[config.mk]
export PLATFORM = sky130hd
export DESIGN_NAME = matrix_key_emulator
export DESIGN_NICKNAME = d
export VERILOG_FILES = /design/src/rtl/matrix_key_emulator.sv
export SDC_FILE = /design/constraint.sdc
export NUM_CORES = 1
export LEC_CHECK = 0
export BUFFER_PORTS_ARGS = -buffer_cell sky130_fd_sc_hd__buf_4
export CAP_MARGIN = 20
export CORE_MARGIN = 4
export CORE_UTILIZATION = 42
export DETAILED_ROUTE_END_ITERATION = 12
export PLACE_DENSITY_LB_ADDON = 0.25
export SLEW_MARGIN = 20
export SYNTH_ARGS = -nofsm -noshare
export SYNTH_HDL_FRONTEND = slang
export SYNTH_SLANG_ARGS = --single-unit
[constraint.sdc]
create_clock -name clk -period 4.8 [get_ports clk]
set_input_delay 0.24 -clock clk [delete_from_list [all_inputs] [get_ports clk]]
set_output_delay 0.24 -clock clk [all_outputs]
set_load 0.02 [all_outputs]
[src/rtl/matrix_key_emulator.sv]
`default_nettype none
// ============================================================================
// Module      : matrix_key_emulator
// Description : Synthesisable stand-in for a 4x4 key matrix. Answers an
//               active-low row drive with the active-low column pattern of
//               the currently closed contacts. Keys are pressed and released
//               on command, with LFSR-modelled contact bounce on each edge
//               and optional timed auto-release. Key k = 4*r + c.
// Ports       : clk, rst            - clock, synchronous active-high reset
//               row[3:0]            - scanner row drive, active low
//               col[3:0]            - emulated column sense, active low, registered
//               cmd_valid/cmd_ready - command handshake (ready only in IDLE)
//               cmd_key[3:0]        - key index 0..15
//               cmd_press           - 1 = press, 0 = release
//               cmd_hold_ms[7:0]    - press only: auto-release after N ms (0 = hold)
//               key_state[15:0]     - settled key state, 1 = pressed
//               busy                - command in progress
// Revision    : 1.0 - initial release
// ============================================================================
module matrix_key_emulator #(
    parameter int          CNT_1MS   = 12000,
    parameter int          BOUNCE_MS = 3,
    parameter logic [15:0] LFSR_SEED = 16'hACE1
) (
    input  logic        clk,
    input  logic        rst,
    input  logic [3:0]  row,
    output logic [3:0]  col,
    input  logic        cmd_valid,
    output logic        cmd_ready,
    input  logic [3:0]  cmd_key,
    input  logic        cmd_press,
    input  logic [7:0]  cmd_hold_ms,
    output logic [15:0] key_state,
    output logic        busy
);

    localparam int                c_CW          = (CNT_1MS > 1) ? $clog2(CNT_1MS) : 1;
    localparam logic [c_CW-1:0]   c_CNT_LAST    = c_CW'(CNT_1MS - 1);
    localparam logic [7:0]        c_BOUNCE_LAST = 8'((BOUNCE_MS > 0) ? (BOUNCE_MS - 1) : 0);
    localparam logic              c_CLEAN       = (BOUNCE_MS == 0);
    localparam logic [15:0]       c_TAPS        = 16'hB400;

    typedef enum logic [1:0] {
        ST_IDLE   = 2'd0,
        ST_NOP    = 2'd1,
        ST_BOUNCE = 2'd2,
        ST_HOLD   = 2'd3
    } state_t;

    state_t            r_state;
    state_t            w_state_next;

    logic [c_CW-1:0]   r_cnt;        // cycles within the current ms
    logic [7:0]        r_ms;         // ms ticks since entering the current state
    logic [15:0]       r_lfsr;
    logic [15:0]       r_contact;    // raw (possibly bouncing) contact state
    logic [15:0]       r_key_state;  // settled key state
    logic [3:0]        r_key;
    logic              r_target;     // level the bouncing contact settles to
    logic [7:0]        r_hold;
    logic [3:0]        r_col;

    logic              w_accept;
    logic              w_tick;
    logic              w_bounce_done;
    logic              w_hold_done;
    logic              w_state_change;
    logic [3:0]        w_hit;
    logic [15:0]       w_lfsr_next;

    assign w_accept       = cmd_valid & cmd_ready;
    assign w_tick         = (r_cnt == c_CNT_LAST);
    // With clean edges the bounce state lasts exactly one cycle.
    assign w_bounce_done  = c_CLEAN | (w_tick & (r_ms == c_BOUNCE_LAST));
    assign w_hold_done    = w_tick & (r_ms == (r_hold - 8'd1));
    assign w_state_change = (w_state_next != r_state);
    assign w_lfsr_next    = {1'b0, r_lfsr[15:1]} ^ (r_lfsr[0] ? c_TAPS : 16'h0000);

    // Wired matrix: every low row contributes its closed contacts, so several
    // low rows OR together (ghosting) exactly like a real passive matrix.
    always_comb begin
        w_hit = '0;
        for (int r = 0; r < 4; r++) begin
            w_hit = w_hit | ({4{~row[r]}} & r_contact[4*r +: 4]);
        end
    end

    // ------------------------------------------------------------------
    // FSM
    // ------------------------------------------------------------------
    always_ff @(posedge clk) begin
        if (rst) begin
            r_state <= ST_IDLE;
        end else begin
            r_state <= w_state_next;
        end
    end

    always_comb begin
        w_state_next = r_state;
        unique case (r_state)
            ST_IDLE: begin
                if (w_accept) begin
                    // Target already matches the settled state: no-op command.
                    w_state_next = (cmd_press == r_key_state[cmd_key]) ? ST_NOP : ST_BOUNCE;
                end
            end
            ST_NOP: begin
                w_state_next = ST_IDLE;
            end
            ST_BOUNCE: begin
                if (w_bounce_done) begin
                    w_state_next = (r_target && (r_hold != 8'd0)) ? ST_HOLD : ST_IDLE;
                end
            end
            ST_HOLD: begin
                if (w_hold_done) begin
                    w_state_next = ST_BOUNCE;
                end
            end
            default: begin
                w_state_next = ST_IDLE;
            end
        endcase
    end

    // Ready is gated by rst so no command is ever taken during reset.
    assign cmd_ready = (r_state == ST_IDLE) & ~rst;
    assign busy      = (r_state != ST_IDLE);

    // ------------------------------------------------------------------
    // Datapath: timers, LFSR, command latch, contacts, column register
    // ------------------------------------------------------------------
    always_ff @(posedge clk) begin
        if (rst) begin
            r_cnt       <= '0;
            r_ms        <= '0;
            r_lfsr      <= LFSR_SEED;
            r_contact   <= '0;
            r_key_state <= '0;
            r_key       <= '0;
            r_target    <= 1'b0;
            r_hold      <= '0;
            r_col       <= 4'hF;
        end else begin
            // Both timers restart on every state entry so each phase is
            // measured from its own start.
            r_cnt <= (w_state_change || w_tick) ? '0 : r_cnt + 1'b1;
            r_ms  <= w_state_change ? '0 : (w_tick ? r_ms + 8'd1 : r_ms);

            if ((r_state == ST_IDLE) && w_accept) begin
                r_key    <= cmd_key;
                r_target <= cmd_press;
                r_hold   <= cmd_hold_ms;
            end

            // Auto-release reuses the bounce state with a low target.
            if ((r_state == ST_HOLD) && w_hold_done) begin
                r_target <= 1'b0;
            end

            if (r_state == ST_BOUNCE) begin
                if (w_tick) begin
                    r_lfsr <= w_lfsr_next;
                end
                if (w_bounce_done) begin
                    r_contact[r_key]   <= r_target;
                    r_key_state[r_key] <= r_target;
                end else if (w_tick) begin
                    r_contact[r_key]   <= r_lfsr[0];
                end
            end

            r_col <= ~w_hit;
        end
    end

    assign col       = r_col;
    assign key_state = r_key_state;

endmodule
`default_nettype wire

==> flow_metrics.env <==
export IMPL_cts_clk_slew_worst_paths_ns=0.09
export IMPL_power_density_nw_per_um2=294
export IMPL_place_gp_congestion=0.783
export IMPL_ioPinCount=42
export IMPL_syn_cell_area_sq_um=4150
export IMPL_clk_insertion_delay_late_ns=0.36
export IMPL_grt_pass1_wl_microns=15800
export IMPL_dieWidth_microns=107
export IMPL_worst_path_max_fanout=19
export IMPL_tightest_slew_ns=0.960
export IMPL_whs_path_depth=3
export IMPL_status="complete, no violations"
export IMPL_hold_violations=0
export IMPL_register_area_sq_um=1780
export IMPL_p_leak_nw=1.69
export IMPL_routedWlPerCell_microns=14.4
export IMPL_dr_total_vias=3493
export IMPL_max_slew_margin_pct=35.6
export IMPL_whs_ns=0.0778
export IMPL_syn_avg_cell_area_sq_um=8.46
export IMPL_setup_tns_ns=0
export IMPL_rows=36
export IMPL_port_buffers=41
export IMPL_criticalPathCategory="reg2reg"
export IMPL_synth_seq_cells=89
export IMPL_clockRootBuffer="clkbuf_8"
export IMPL_viasPerCell=5.34
export IMPL_drive_gt1_share_pct=14.0
export IMPL_worstPathRequired_ns=5.03
export IMPL_ys_top_cells_by_count="89 x dfxtp_1, 64 x nand2_1, 43 x nor2_1"
export IMPL_fmax_ghz=0.334
export IMPL_synth_edf_count=0
export IMPL_synth_async_sr_flop_share_pct=0
export IMPL_netlist_area_leader_share_pct=42.9
export IMPL_synth_warnings=0
export IMPL_setup_viol=0
export IMPL_h_tree_depth=3
export IMPL_grt_max_degree=41
export IMPL_cts_hold_buf=0
export IMPL_postPlaceCellArea_sq_um=4510
export IMPL_cts_buffers=9
export IMPL_r2r_cells=7
export IMPL_synth_distinct_cells=55
export IMPL_drt_iter0_drc=171
export IMPL_netlist_top_cells_area="dfxtp_1 43%, nand2_1 5.8%, o21ai_0 4.5%, nor2_1 3.9%, xnor2_1 3.8%"
export IMPL_multiInputGateArea_sq_um=2150
export IMPL_end_kind="flip-flop"
export IMPL_rsz0062_at_grt="false"
export IMPL_grt_usage_pct=16.9
export IMPL_drtAntennaViolNets=0
export IMPL_syn_inst=491
export IMPL_first_global_vias=3267
export IMPL_hpwl_microns=6570
export IMPL_fillCellCount=937
export IMPL_area_growth_pct=13.2
export IMPL_crit_start="r_cnt[0]"
export IMPL_layout_nets=541
export IMPL_yosysSeqAreaShare_pct=42.9
export IMPL_synthFlopType="dfxtp_1"
export IMPL_finClkSkew_ns=0.0135
export IMPL_wl_microns=9430
export IMPL_synth_most_common_cell="dfxtp_1"
export IMPL_dp_slack_ns=1.81
export IMPL_min_period_over_period_pct=62.3
export IMPL_slew_violations=0
export IMPL_first_pass_iters=4
export IMPL_reg2reg_slack_ns=1.81
export IMPL_hp_class="in2reg"
export IMPL_antenna_found_initial=0
export IMPL_die_y_microns=107
export IMPL_postCtsSetupBuffers=0
export IMPL_start_kind="flip-flop"
export IMPL_final_area_sq_um=4700
export IMPL_ir_drop_uv=131
export IMPL_worstPathArrival_ns=3.22
export IMPL_ctsResizeCount=0
export IMPL_post_route_drc_count=0
export IMPL_clock_sinks=89
export IMPL_r2r_end="key_state[3]"
export IMPL_endpoint="key_state[3]"
export IMPL_synthesis_nets=516
export IMPL_cts_tree="yes"
export IMPL_initial_utilization_pct=42.9
export IMPL_clock_tree_buffer_depth=2
export IMPL_dieArea_sq_um=11500
export IMPL_max_cap_violations=0
export IMPL_diodes=0
export IMPL_yosys_area_top_type="dfxtp_1"
export IMPL_finalWorstSetupSlack_ns=1.81
export IMPL_coreArea_sq_um=9680
export IMPL_finalCriticalPeriod_ns=2.99
export IMPL_gr_total_overflow=0
export IMPL_worstReg2RegStart="r_cnt[0]"
[sequential cells by signal, summed over array words and instances, names as in the netlist]
register / cells
r_lfsr: 16
r_cnt: 14
key_state: 16
r_ms: 8
r_hold: 8
r_key: 4
r_state: 2
col: 4
r_contact: 16
r_target: 1
[kinds of logic after synthesis]
kind of cell | synth area share [%]
XOR/XNOR | 6.33
adder cells (fa/ha/maj) | 1.51
AND/OR/NAND/NOR | 22.7
multiplexers | 4.70
flip-flops | 42.9
buffers and inverters | 5.39
AO/OA/AOI/OAI | 16.5
[worst max-delay path, cell delays in order (launching register included)]
cell and delay (ns):
dfxtp_1 0.39, ha_1 0.22, nand4_1 0.18, nor4b_4 0.74, nand2_1 0.61, nor4_1 0.45, mux2i_1 0.23, nor2_1 0.06
[how the worst min path moves through the flow]
stage	slack [ns]	startpoint	to
CTS	0.06	cmd_hold_ms[6]	r_hold[6]
floorplan	0.35	cmd_hold_ms[0]	r_hold[0]
detailed placement	0.44	cmd_hold_ms[6]	r_hold[6]
finish	0.08	cmd_hold_ms[7]	r_hold[7]
global placement	0.44	cmd_hold_ms[4]	r_hold[4]
global route	0.07	cmd_hold_ms[3]	r_hold[3]
[area by class of cell]
| cell class | count | area share [%] |
|---|---|---|
| multi-input cells | 347 | 45.7 |
| repair buffers | 42 | 6.71 |
| well taps | 133 | 3.54 |
| flip-flops and latches | 89 | 37.9 |
| clock inverters | 6 | 1.06 |
| inverters | 27 | 2.16 |
| clock buffers | 10 | 2.93 |
[placed cells by master (no fill, tap or decap), drive strengths merged, types with 4 or more instances in the layout]
| cell type | count |
|---|---|
| dfxtp | 89 |
| nand2 | 65 |
| nor2 | 43 |
| buf | 42 |
| o21ai | 37 |
| a21oi | 31 |
| inv | 29 |
| xnor2 | 18 |
| nand3 | 16 |
| or3 | 15 |
| xor2 | 12 |
| clkbuf | 10 |
| nor3 | 9 |
| o22ai | 9 |
| o311a | 9 |
| mux2i | 9 |
| nand4 | 7 |
| and3 | 7 |
| nand2b | 6 |
| ha | 5 |
| a31oi | 4 |
| mux4 | 4 |
[per-stage QoR]
step	util [%]	total power, mW	std cells
after floorplan	-	0.864	491
after detailed placement	46.6	0.909	638
after global placement	46.6	0.905	638
after CTS	48.5	1.40	654
after global routing	48.5	1.45	654
final	48.5	1.38	654
[routing by layer]
metal / track usage, % / wire, microns
met5: 0 / 0
met4: 4.42 / 148
met3: 4.62 / 365
met2: 27.8 / 4510
met1: 21.8 / 4400
[power by group]
group	total, mW	internal [mW]	switching [mW]	leakage (nW)
Sequential	0.773	0.751	0.0218	0.720
Combinational	0.119	0.0481	0.0709	0.878
Clock	0.491	0.210	0.281	0.0952
No activity file was read; power rests on OpenSTA's default activity.
